==> config.mk <==
export PLATFORM = sky130hd
export DESIGN_NAME = unit_propagate
export DESIGN_NICKNAME = d
export VERILOG_FILES = /design/src/rtl/unit_propagate_pkg.sv /design/src/rtl/unit_propagate_clause_reduce.sv /design/src/rtl/unit_propagate.sv
export SDC_FILE = /design/constraint.sdc
export NUM_CORES = 1
export LEC_CHECK = 0
export CORE_MARGIN = 3
export CORE_UTILIZATION = 45
export CTS_CLUSTER_SIZE = 20
export DETAILED_ROUTE_END_ITERATION = 10
export PLACE_DENSITY = 0.88
export SETUP_SLACK_MARGIN = 0.2
export SYNTH_ARGS = -nofsm -noshare
export SYNTH_HDL_FRONTEND = slang
export SYNTH_SLANG_ARGS = --single-unit
==> constraint.sdc <==
create_clock -name clock -period 5 [get_ports clock]
set_input_delay 0.75 -clock clock [delete_from_list [all_inputs] [get_ports clock]]
set_output_delay 0.75 -clock clock [all_outputs]
set_load 0.01 [all_outputs]
==> src/rtl/unit_propagate_pkg.sv <==
// Shared types and sizes for the unit-propagation step of the DPLL solver.
// Provides literal/clause/formula payload structs, their zero constants,
// the FSM state type and the literal negation helper.
package unit_propagate_pkg;

    localparam int unsigned NUMBER_CLAUSES = 8;
    localparam int unsigned CLAUSE_WIDTH   = 4;
    localparam int unsigned VAR_WIDTH      = 4;

    // Length fields must hold the full count, index fields only count-1.
    localparam int unsigned CLEN_W = $clog2(CLAUSE_WIDTH + 1);
    localparam int unsigned FLEN_W = $clog2(NUMBER_CLAUSES + 1);
    localparam int unsigned LIDX_W = $clog2(CLAUSE_WIDTH);
    localparam int unsigned CIDX_W = $clog2(NUMBER_CLAUSES);

    // 'var' is a keyword, so the variable number field is called vid.
    typedef struct packed {
        logic                 neg;
        logic [VAR_WIDTH-1:0] vid;
    } lit_t;

    typedef struct packed {
        lit_t [CLAUSE_WIDTH-1:0] lits;
        logic [CLEN_W-1:0]       len;
    } clause_t;

    typedef struct packed {
        clause_t [NUMBER_CLAUSES-1:0] clauses;
        logic [FLEN_W-1:0]            len;
    } formula_t;

    localparam lit_t     ZERO_LIT     = '0;
    localparam clause_t  ZERO_CLAUSE  = '0;
    localparam formula_t ZERO_FORMULA = '0;

    typedef enum logic {
        ST_IDLE = 1'b0,
        ST_SCAN = 1'b1
    } state_e;

    // Negation flips polarity only; the variable number is kept.
    function automatic lit_t lit_neg(input lit_t l);
        lit_t r;
        r     = l;
        r.neg = ~l.neg;
        return r;
    endfunction

endpackage

==> src/rtl/unit_propagate_clause_reduce.sv <==
// Combinational reduction of one clause against an assigned literal.
// Ports:
//   clause_i       clause under examination (only lits[0..len-1] are used)
//   lit_i          literal assigned true
//   satisfied_c_o  clause contains lit_i -> whole clause is dropped
//   reduced_c_o    clause with every occurrence of the negated literal removed,
//                  survivors compacted in original order, upper slots zero
//   empty_c_o      not satisfied and nothing survived (conflict)
module unit_propagate_clause_reduce
    import unit_propagate_pkg::*;
(
    input  clause_t clause_i,
    input  lit_t    lit_i,
    output logic    satisfied_c_o,
    output clause_t reduced_c_o,
    output logic    empty_c_o
);

    lit_t              neg_lit;
    logic [CLEN_W-1:0] keep_cnt;

    // Walk the valid slots, packing kept literals at the running write slot.
    always_comb begin
        neg_lit       = lit_neg(lit_i);
        satisfied_c_o = 1'b0;
        reduced_c_o   = ZERO_CLAUSE;
        keep_cnt      = '0;
        for (int k = 0; k < int'(CLAUSE_WIDTH); k++) begin
            if (CLEN_W'(k) < clause_i.len) begin
                if (clause_i.lits[LIDX_W'(k)] == lit_i) begin
                    satisfied_c_o = 1'b1;
                end else if (clause_i.lits[LIDX_W'(k)] != neg_lit) begin
                    reduced_c_o.lits[LIDX_W'(keep_cnt)] = clause_i.lits[LIDX_W'(k)];
                    keep_cnt = keep_cnt + CLEN_W'(1);
                end
            end
        end
        reduced_c_o.len = keep_cnt;
        empty_c_o       = !satisfied_c_o && (keep_cnt == '0);
    end

endmodule

==> src/rtl/unit_propagate.sv <==
// Applies one assigned literal to a CNF formula: scans one clause per cycle,
// drops satisfied clauses, strips falsified literals and reports conflict
// (empty clause) or satisfaction (empty formula).
// Ports:
//   clock, reset        rising-edge clock, synchronous active-high reset
//   start               request, sampled only while idle
//   in_formula, in_lit  formula and true literal, captured at accept
//   ended               one-cycle pulse, result valid
//   conflict, sat       result flags, held until next accept
//   out_formula         simplified formula, held until next accept
module unit_propagate
    import unit_propagate_pkg::*;
(
    input  logic     clock,
    input  logic     reset,
    input  logic     start,
    input  formula_t in_formula,
    input  lit_t     in_lit,
    output logic     ended,
    output logic     conflict,
    output logic     sat,
    output formula_t out_formula
);

    state_e            state_q, state_d;
    formula_t          form_q, form_d;
    lit_t              lit_q, lit_d;
    logic [FLEN_W-1:0] rd_idx_q, rd_idx_d;
    logic [FLEN_W-1:0] wr_idx_q, wr_idx_d;
    formula_t          out_q, out_d;
    logic              conflict_q, conflict_d;
    logic              sat_q, sat_d;
    logic              ended_q, ended_d;

    logic [FLEN_W-1:0] scan_len;
    clause_t           cur_clause;
    logic              red_sat;
    logic              red_empty;
    clause_t           red_clause;
    logic              finish;

    // A length beyond capacity is clamped so the read index stays in range.
    assign scan_len   = (form_q.len > FLEN_W'(NUMBER_CLAUSES)) ? FLEN_W'(NUMBER_CLAUSES)
                                                                 : form_q.len;
    assign cur_clause = form_q.clauses[CIDX_W'(rd_idx_q)];

    unit_propagate_clause_reduce u_clause_reduce (
        .clause_i      (cur_clause),
        .lit_i         (lit_q),
        .satisfied_c_o (red_sat),
        .reduced_c_o   (red_clause),
        .empty_c_o     (red_empty)
    );

    // Next-state and result logic.
    always_comb begin
        state_d    = state_q;
        form_d     = form_q;
        lit_d      = lit_q;
        rd_idx_d   = rd_idx_q;
        wr_idx_d   = wr_idx_q;
        out_d      = out_q;
        conflict_d = conflict_q;
        sat_d      = sat_q;
        ended_d    = 1'b0;
        finish     = 1'b0;

        case (state_q)
            ST_IDLE: begin
                if (start) begin
                    form_d     = in_formula;
                    lit_d      = in_lit;
                    rd_idx_d   = '0;
                    wr_idx_d   = '0;
                    conflict_d = 1'b0;
                    sat_d      = 1'b0;
                    out_d      = ZERO_FORMULA;
                    state_d    = ST_SCAN;
                end
            end

            ST_SCAN: begin
                if (rd_idx_q >= scan_len) begin
                    // Only reachable for an empty input formula.
                    finish = 1'b1;
                end else begin
                    if (!red_sat) begin
                        if (red_empty) begin
                            conflict_d = 1'b1;
                            finish     = 1'b1;
                        end else begin
                            out_d.clauses[CIDX_W'(wr_idx_q)] = red_clause;
                            wr_idx_d = wr_idx_q + FLEN_W'(1);
                        end
                    end
                    rd_idx_d = rd_idx_q + FLEN_W'(1);
                    if (rd_idx_d == scan_len) begin
                        finish = 1'b1;
                    end
                end

                if (finish) begin
                    out_d.len = wr_idx_d;
                    sat_d     = (wr_idx_d == '0) && !conflict_d;
                    ended_d   = 1'b1;
                    state_d   = ST_IDLE;
                end
            end

            default: state_d = ST_IDLE;
        endcase
    end

    // State and output registers.
    always_ff @(posedge clock) begin
        if (reset) begin
            state_q    <= ST_IDLE;
            form_q     <= ZERO_FORMULA;
            lit_q      <= ZERO_LIT;
            rd_idx_q   <= '0;
            wr_idx_q   <= '0;
            out_q      <= ZERO_FORMULA;
            conflict_q <= 1'b0;
            sat_q      <= 1'b0;
            ended_q    <= 1'b0;
        end else begin
            state_q    <= state_d;
            form_q     <= form_d;
            lit_q      <= lit_d;
            rd_idx_q   <= rd_idx_d;
            wr_idx_q   <= wr_idx_d;
            out_q      <= out_d;
            conflict_q <= conflict_d;
            sat_q      <= sat_d;
            ended_q    <= ended_d;
        end
    end

    assign ended       = ended_q;
    assign conflict    = conflict_q;
    assign sat         = sat_q;
    assign out_formula = out_q;

endmodule
==> results of run 1 <==
-- area by class of cell --
class	instances	area [um2]
Clock buffer	34	709
Clock inverter	7	72.6
Fill cell	1837	9020
Inverter	10	37.5
Multi-Input combinational cell	852	4990
Sequential cell	225	4510
Tap cell	280	350
Timing Repair Buffer	231	2340
-- worst register-to-register path: cells and delay by family, from the launching register on --
family,cells,cell delay [ns]
adders and majority gates,1,0.31
DFF,1,0.65
and+or+nand+nor,7,2.18
muxes,2,0.50
buffers and inverters,1,0.35
xor gates and xnor gates,1,0.14
AOI/OAI and AO/OA,1,0.20
-- kinds of logic (layout without fill, tap and decap cells) --
logic type,after synthesis,after routing,synth area share
buffers and inverters,172,282,0.104
AND/OR/NAND/NOR,423,423,0.181
adder cells (fa/ha/maj),7,7,0.00858
XOR/XNOR,13,13,0.0112
multiplexers,133,133,0.145
other,1,88,0.000367
AO/OA/AOI/OAI,188,188,0.108
flip-flops,225,225,0.441
-- cell usage in the layout, fill, tap and decap left out, types with 5 or more instances in the layout --
cell type          n
nand2_1          337
dfxtp_1          224
clkdlybuf4s50_1  217
a21oi_1          121
mux2i_1          113
conb_1            88
clkbuf_16         25
nand3_1           19
nor2_1            15
mux4_2            10
xnor2_1           10
inv_1             10
o21ai_1           10
nor3_1             9
buf_4              9
o22ai_1            8
o21ai_0            8
mux2_2             7
ha_1               7
nand2b_1           6
a22oi_1            6
nor4_4             5
a31oi_1            5
clkbuf_8           5
buf_12             5
-- flip-flops by register name (all words and copies together) (netlist names) --
signal,flops
conflict,1
ended,1
form_q,108
lit_q,5
out_formula,100
rd_idx_q,4
sat,1
state_q,1
wr_idx_q,4
-- layer usage --
| metal | vias to the layer above | track usage | wire, um |
|---|---|---|---|
| li1 | 4109 | - | - |
| met1 | 4009 | 0.273 | 11300 |
| met2 | 374 | 0.371 | 13800 |
| met3 | 67 | 0.0382 | 1990 |
| met4 | 0 | 0.0742 | 861 |
| met5 | - | 0 | 0 |
-- power by group through the flow --
stage          combinational [W]  sequential (W)  clock, W
2_1_floorplan           0.000476         0.00195         0
3_3_place_gp            0.000614         0.00196         0
3_5_place_dp            0.000628         0.00197         0
4_1_cts                 0.000632         0.00193   0.00178
5_1_grt                 0.000697         0.00194   0.00185
6_report                0.000637         0.00193   0.00175
-- worst max path at each step --
stage	end	slack, ns	cells after the start
6_report	out_formula[173]	0.57	13
2_1_floorplan	out_formula[108]	1.51	16
4_1_cts	out_formula[108]	0.36	13
3_3_place_gp	out_formula[103]	0.63	13
5_1_grt	out_formula[131]	0.26	13
3_5_place_dp	out_formula[106]	0.46	13
-- timing repair --
action | CTS | global route
hold buffers | 0 | 0
buffers inserted | 0 | 4
setup endpoints to repair | 0 | 32
-- stage by stage --
step / instances / hold slack, ns / power [W]
after floorplan: 1249 / 0.432 / 0.00243
after global placement: 1594 / 0.440 / 0.00258
final: 1639 / 0.452 / 0.00432
after detailed placement: 1594 / 0.446 / 0.00260
after global routing: 1639 / 0.469 / 0.00448
after CTS: 1635 / 0.454 / 0.00434
==> flow_metrics.py, run 1 <==
metrics = {
    "outcome": {
        "status": "complete, no violations",
    },
    "timing": {
        "rsz0062_at_grt": "false",
        "hold_viol_final": 0,
        "drv_slew": 0,
        "worst_pin_slew_ns": 1.21,
        "max_freq_mhz": 226,
        "setup_viol": 0,
        "relSlewSlack": 0.190,
        "setup-tns-final_ns": 0,
        "min_period_ns": 4.43,
        "min_period_over_period": 0.886,
        "setup_ws_ns": 0.570,
        "clock_skew_ns": 0.0106,
    },
    "floorplanning": {
        "coreArea_um2": 22000,
        "die_w_um": 157,
        "top_level_ports": 387,
        "die_y_um": 157,
        "die_area_um2": 24500,
        "num_rows": 54,
        "initial_core_util": 0.463,
    },
    "synth": {
        "synthTopCellsByArea": "dfxtp_1 (44%), nand2_1 (12%), mux2i_1 (11%)",
        "async_reset_ff_frac": 0,
        "synthDistinctLibCells": 60,
        "seq_area_frac_synth": 0.441,
        "synth_cells": 1162,
        "synth_top_area_share": 0.441,
        "syn_area_um2": 10200,
        "synth_top_area_cell": "dfxtp_1",
        "ys_ff_latch": 225,
        "syn_avg_cell_area_um2": 8.79,
        "synth_common_cells": "nand2_1 (338), dfxtp_1 (225), a21oi_1 (121), mux2i_1 (113), buf_4 (92)",
        "synthFlopType": "dfxtp_1",
        "synth.most_common_cell": "nand2_1",
        "synth_edf_count": 0,
        "ys_warn_count": 0,
    },
    "grt": {
        "antenna_found_initial": 0,
        "first_global_vias": 8131,
        "grt_max_degree": 119,
        "track_usage": 0.216,
        "grt_pass1_wl_mm": 42.6,
        "grt_overflow": 0,
    },
    "detailed_routing": {
        "vias": 8559,
        "drt-total-wl_mm": 27.9,
        "dr.pass1.iters": 5,
        "vias_per_cell": 5.22,
        "drtIter0Drc": 621,
        "wl_per_cell_um": 17.0,
        "drc_errors": 0,
        "ant_nets": 0,
    },
    "pwr": {
        "combPwrFrac": 0.148,
        "pwr-share-clk": 0.405,
        "ir_worst_vdd_mv": 0.277,
        "power.switching_w": 0.00115,
        "p_leak_nw": 4.68,
        "pwr-share-seq": 0.447,
        "p_per_area_nw_per_um2": 332,
        "p_int_w": 0.00317,
        "sw_frac_of_total": 0.267,
    },
    "placement": {
        "port-buffer-count": 218,
        "place_area_um2": 12100,
        "dp_slack_ns": 0.465,
        "place_congestion": 0.864,
        "hpwl_mm": 19.4,
    },
    "worst_setup_path": {
        "crit_path_max_fanout": 13,
        "crit_slowest_cell": "nor3_4",
        "critPathTopFamily": "simple AND/OR/NAND/NOR gates",
        "crit_chain": "buf_4 -> nor2b_1 -> a32oi_1 -> nand2_1 -> xnor2_1 -> nor3_1 -> nand2_1 -> ha_1 -> or2_2 -> mux2_4 -> nand2_4 -> nor3_4 -> mux2i_1",
        "worstSetupStartpoint": "rd_idx_q[1]",
        "required_ns": 5.42,
        "slowest_delay_ns": 0.78,
        "crit_buf_inv": 1,
        "crit_path_end_kind": "register",
        "cpMostUsedCell": "nand2_1",
        "cp.arrival_ns": 4.85,
        "worstReg2RegEnd": "out_formula[173]",
        "start_kind": "register",
        "worstSetupPathType": "register to register",
        "worstRegToRegCells": 13,
        "regToRegStartpoint": "rd_idx_q[1]",
        "regToRegSetupSlack_ns": 0.57,
    },
    "clock_network": {
        "cts_root_buf": "clkbuf_16",
        "cts_tree": "done",
        "cts_made_buffers": 24,
        "ctsLongestPathBuffers": 3,
        "cts_sinks": 225,
        "clk_latency_ns": 0.51,
        "path_clk_slew_ns": 0.06,
        "cts_resized": 0,
        "cts_max_level": 1,
    },
    "min_path": {
        "min-delay-start": "form_q[59]",
        "hp-class": "register to register",
        "hold_end": "form_q[59]",
        "worstHoldPathCells": 2,
    },
    "layout": {
        "final_core_util": 0.590,
        "diodes": 0,
        "area_growth_pct": 27.4,
        "nets": 1547,
        "final_layout_size_suffix_gt1_frac": 0.0670,
        "stdcell_area_um2": 13000,
    },
    "run": {
        "drv_cap": 0,
    },
}
Power figures use the tool's default switching activity.
==> run 2, diff against run 1 <==
- MAX_ROUTING_LAYER: not set -> met4
==> run 2 against run 1 <==
  * Setup slack got worse by 0.0073 ns
  * Maximum frequency decreased by 0.17%
  * First-iteration DRC count rose by 8.2%
  * Largest power group unchanged
  * Highest routed layer unchanged
==> flow_metrics.py, run 2 (synthesis gave the netlist of run 1 again) <==
metrics = {
    "outcome": {
        "status": "complete, no violations",
    },
    "detailed_routing": {
        "ant_nets": 0,
        "vias": 8579,
        "drtIter0Drc": 672,
        "drt-total-wl_mm": 27.9,
        "vias_per_cell": 5.23,
        "drc_errors": 0,
        "dr.pass1.iters": 7,
        "wl_per_cell_um": 17.0,
    },
    "clock_network": {
        "cts_tree": "done",
        "ctsLongestPathBuffers": 3,
        "path_clk_slew_ns": 0.06,
        "cts_sinks": 225,
        "clk_latency_ns": 0.51,
        "cts_root_buf": "clkbuf_16",
        "cts_made_buffers": 24,
        "cts_max_level": 1,
    },
    "run": {
        "drv_cap": 0,
    },
    "grt": {
        "antenna_found_initial": 0,
        "grt_overflow": 0,
        "track_usage": 0.222,
        "grt_max_degree": 119,
        "grt_pass1_wl_mm": 42.7,
        "first_global_vias": 8130,
    },
    "floorplanning": {
        "die_y_um": 157,
        "die_w_um": 157,
        "top_level_ports": 387,
        "die_area_um2": 24500,
        "num_rows": 54,
        "coreArea_um2": 22000,
        "initial_core_util": 0.463,
    },
    "layout": {
        "seq_area_um2": 4510,
        "top_register": "form_q",
        "final_layout_size_suffix_gt1_frac": 0.0670,
        "area_growth_pct": 27.4,
        "fillers": 1837,
        "multiInputGateArea_um2": 4990,
        "diodes": 0,
        "final_common_cell": "nand2_1",
        "nets": 1547,
        "final_cell_mix": "nand2_1 (337), dfxtp_1 (224), clkdlybuf4s50_1 (217)",
        "largest_reg_flops": 108,
        "final_cells": 1639,
    },
    "worst_setup_path": {
        "regToRegStartpoint": "rd_idx_q[1]",
        "required_ns": 5.42,
        "worstReg2RegEnd": "out_formula[127]",
        "start_kind": "register",
        "worstSetupPathType": "register to register",
        "cp.arrival_ns": 4.86,
        "crit_path_end_kind": "register",
        "crit_path_max_fanout": 13,
        "regToRegSetupSlack_ns": 0.56,
        "worstRegToRegCells": 13,
    },
    "pwr": {
        "ir_worst_vdd_mv": 0.276,
        "p_leak_nw": 4.68,
        "p_per_area_nw_per_um2": 332,
    },
    "timing": {
        "timing.hold.ws_ns": 0.453,
        "setup-tns-final_ns": 0,
        "hold_viol_final": 0,
        "relSlewSlack": 0.186,
        "max_freq_mhz": 225,
        "drv_slew": 0,
        "min_period_ns": 4.44,
        "setup_ws_ns": 0.563,
        "min_period_over_period": 0.887,
        "rsz0062_at_grt": "false",
        "clock_skew_ns": 0.0118,
        "worst_pin_slew_ns": 1.22,
        "setup_viol": 0,
    },
    "placement": {
        "placed_cells": 1594,
        "port-buffer-count": 218,
        "place_congestion": 0.878,
        "dp_slack_ns": 0.465,
        "hpwl_mm": 19.4,
    },
    "min_path": {
        "hp-class": "register to register",
        "hold_end": "form_q[0]",
        "min-delay-start": "form_q[0]",
        "worstHoldPathCells": 2,
    },
}
==> run 2: cell counts in the layout (fill, tap and decap cells not counted) <==
Identical to the previous run, type by type.
==> run 2: worst max-delay path, cell delays in order, from the launching register on <==
cell	delay, ns
dfxtp_1	0.66
buf_4	0.35
nor2b_1	0.43
a32oi_1	0.20
nand2_1	0.16
xnor2_1	0.14
nor3_1	0.40
nand2_1	0.11
ha_1	0.31
or2_2	0.11
mux2_4	0.18
nand2_4	0.17
nor4_4	0.82
mux2i_1	0.28
==> run 2: how the worst max path moves through the flow <==
stage | start | slack (ns) | end | cells past startpoint
after floorplan | rd_idx_q[1] | 1.51 | out_formula[108] | 16
after global placement | rd_idx_q[1] | 0.63 | out_formula[103] | 13
after detailed placement | rd_idx_q[1] | 0.46 | out_formula[106] | 13
after CTS | rd_idx_q[1] | 0.36 | out_formula[108] | 13
after global routing | rd_idx_q[1] | 0.26 | out_formula[131] | 13
final | rd_idx_q[1] | 0.56 | out_formula[127] | 13
==> run 2: per-layer routing <==
metal  routed length (um)  vias to the layer above  track usage  part of all wire
met2                13800                      377        0.372              0.49
li1                     -                     4116            -                 -
met4                  857                        0       0.0742             0.031
met3                 1980                       65       0.0335             0.071
met1                11300                     4021        0.277              0.40
met5                    0                        -            -                 0
==> run 2: cell type report <==
class | instances | share of cell area
multi-input cells | 852 | 0.384
repair buffers | 231 | 0.180
flip-flops and latches | 225 | 0.346
clock buffers | 34 | 0.0546
well taps | 280 | 0.0269
clock inverters | 7 | 0.00558
inverters | 10 | 0.00289
==> run 2: repair_timing <==
item	4_1_cts	5_1_grt
hold buffers	0	0
resized for setup	0	0
buffers inserted	0	4
endpoints found under the setup margin	0	32
==> run 2: report_power, final <==
| group | total [W] | leakage, nW | internal [W] | switching, W |
|---|---|---|---|---|
| logic | 0.000636 | 2.47 | 0.000253 | 0.000383 |
| clock network | 0.00175 | 0.380 | 0.00104 | 0.000713 |
| registers | 0.00193 | 1.83 | 0.00188 | 0.0000556 |
| total | 0.00432 | 4.68 | 0.00317 | 0.00115 |
==> run 2: per-stage QoR <==
stage	total power [W]	util	area (um2)
floorplan	0.00243	-	10500
global placement	0.00258	0.551	12100
detailed placement	0.00260	0.551	12100
CTS	0.00434	0.587	12900
global route	0.00448	0.590	13000
finish	0.00432	0.590	13000
==> run 3, diff against run 2 <==
- DONT_BUFFER_PORTS: not set -> 1
- PLACE_DENSITY: 0.88 -> 0.66
==> run 3 against run 2 <==
  * Core utilization down 9.9 points
  * Via count down 12%
  * Die area unchanged
  * Critical endpoint is now out_formula[32]
  * Cell count down 13%
  * Non-clock buffer count down 217
  * Largest power group unchanged
  * Highest routed layer unchanged
  * Sequential share of layout area up 7.0 points
  * Sequential power about the same
  * Flip-flop and latch count unchanged
==> flow_metrics.py, run 3 (synthesis gave the netlist of run 1 again) <==
metrics = {
    "outcome": {
        "status": "complete, no violations",
    },
    "detailed_routing": {
        "drc_errors": 0,
        "wl_per_cell_um": 18.0,
        "drtIter0Drc": 555,
        "vias_per_cell": 5.28,
        "drt-total-wl_mm": 25.6,
        "vias": 7513,
        "ant_nets": 0,
        "dr.pass1.iters": 5,
    },
    "worst_setup_path": {
        "worstSetupStartpoint": "rd_idx_q[0]",
        "regToRegStartpoint": "rd_idx_q[0]",
        "crit_path_end_kind": "register",
        "worstRegToRegCells": 12,
        "cpMostUsedCell": "mux2i_1",
        "worstSetupPathType": "register to register",
        "worstReg2RegEnd": "out_formula[32]",
        "required_ns": 5.42,
        "start_kind": "register",
        "regToRegSetupSlack_ns": 0.50,
        "crit_slowest_cell": "nor4_4",
        "crit_path_max_fanout": 22,
        "crit_chain": "buf_12 -> mux2i_1 -> a221oi_1 -> xor2_1 -> nor3_1 -> nand2_1 -> ha_1 -> or2_2 -> mux2_4 -> nand2_4 -> nor4_4 -> mux2i_1",
        "slowest_delay_ns": 0.83,
        "crit_end": "out_formula[32]",
        "cp.arrival_ns": 4.92,
    },
    "clock_network": {
        "cts_tree": "done",
        "cts_root_buf": "clkbuf_16",
        "clk_latency_ns": 0.51,
        "cts_made_buffers": 25,
        "cts_sinks": 225,
        "cts_max_level": 1,
        "path_clk_slew_ns": 0.06,
        "ctsLongestPathBuffers": 3,
    },
    "layout": {
        "final_cell_mix": "nand2_1 (337), dfxtp_1 (224), a21oi_1 (121)",
        "largest_reg_flops": 108,
        "fillers": 2113,
        "top_register": "form_q",
        "diodes": 0,
        "nets": 1331,
        "area_growth_pct": 5.93,
        "final_common_cell": "nand2_1",
        "final_core_util": 0.491,
        "stdcell_area_um2": 10800,
        "final_layout_size_suffix_gt1_frac": 0.0787,
    },
    "pwr": {
        "ir_worst_vdd_mv": 0.237,
        "p_per_area_nw_per_um2": 382,
        "p_leak_nw": 3.88,
    },
    "run": {
        "drv_cap": 0,
    },
    "floorplanning": {
        "die_w_um": 157,
        "initial_core_util": 0.463,
        "num_rows": 54,
        "coreArea_um2": 22000,
        "die_y_um": 157,
        "top_level_ports": 387,
        "die_area_um2": 24500,
    },
    "timing": {
        "setup-tns-final_ns": 0,
        "timing.hold.ws_ns": 0.355,
        "rsz0062_at_grt": "false",
        "drv_slew": 0,
        "clock_skew_ns": 0.00887,
        "setup_ws_ns": 0.496,
        "hold_viol_final": 0,
        "relSlewSlack": 0.287,
        "max_freq_mhz": 222,
        "setup_viol": 0,
        "min_period_ns": 4.50,
        "worst_pin_slew_ns": 1.07,
        "min_period_over_period": 0.901,
    },
    "grt": {
        "grt_pass1_wl_mm": 38.5,
        "track_usage": 0.202,
        "grt_max_degree": 131,
        "antenna_found_initial": 0,
        "first_global_vias": 6984,
        "grt_overflow": 0,
    },
    "placement": {
        "dp_slack_ns": 0.479,
        "place_congestion": 0.849,
        "hpwl_mm": 17.6,
        "place_area_um2": 9970,
        "port-buffer-count": 0,
    },
    "min_path": {
        "hp-class": "input pin to register",
    },
}
run 3: cell count changes in the layout (fill, tap and decap cells not counted):
cell / before / now
clkbuf_8: 5 / 6
inv_6: 1 / 0
clkinvlp_4: 2 / 0
bufinv_16: 1 / 0
clkinv_2: 2 / 3
clkinv_4: 1 / 2
clkbuf_1: 4 / 6
clkdlybuf4s50_1: 217 / 0
run 3: worst min-delay path by stage:
stage	start	to	slack, ns	depth (start not counted)
global placement	form_q[98]	form_q[98]	0.44	2
CTS	reset	rd_idx_q[0]	0.32	1
global route	reset	wr_idx_q[0]	0.30	1
floorplan	form_q[0]	form_q[0]	0.43	2
detailed placement	form_q[39]	form_q[39]	0.44	2
finish	reset	ended	0.35	1
run 3: stage by stage:
step	total power [W]	cells
after detailed placement	0.00247	1377
after floorplan	0.00243	1249
after global placement	0.00246	1377
after CTS	0.00417	1419
final	0.00413	1423
after global routing	0.00432	1423
run 3: final cells by class:
class	instances	area, um2	area share
Timing Repair Buffer	14	168	0.0155
Clock buffer	37	731	0.0676
Inverter	10	37.5	0.00347
Clock inverter	5	32.5	0.00301
Tap cell	280	350	0.0324
Sequential cell	225	4510	0.417
Multi-Input combinational cell	852	4990	0.461
run 3: critical path, delay by kind of cell, from the launching register on:
family | cells | cell delay [ns]
mux | 3 | 0.58
buf+inv | 1 | 0.26
flops | 1 | 0.74
compound gates | 1 | 0.57
fa+ha+maj | 1 | 0.30
xor+xnor | 1 | 0.25
simple gates | 5 | 1.68
run 3: power by group:
| part | leakage [nW] | switching [W] | total, W | internal (W) |
|---|---|---|---|---|
| clock network | 0.378 | 0.000690 | 0.00169 | 0.00100 |
| logic | 1.67 | 0.000338 | 0.000501 | 0.000163 |
| registers | 1.83 | 0.0000628 | 0.00194 | 0.00188 |
run 3: layer usage:
metal	global-route usage	vias up	routed length [um]
li1	-	3675	-
met1	0.264	3547	10900
met2	0.321	256	12300
met3	0.0437	35	1940
met4	0.0492	0	480
met5	-	-	0
run 3: timing repair:
action,4_1_cts,5_1_grt
resized for setup,0,0
buffers inserted,0,4
hold buffers,0,0
endpoints found under the setup margin,0,40
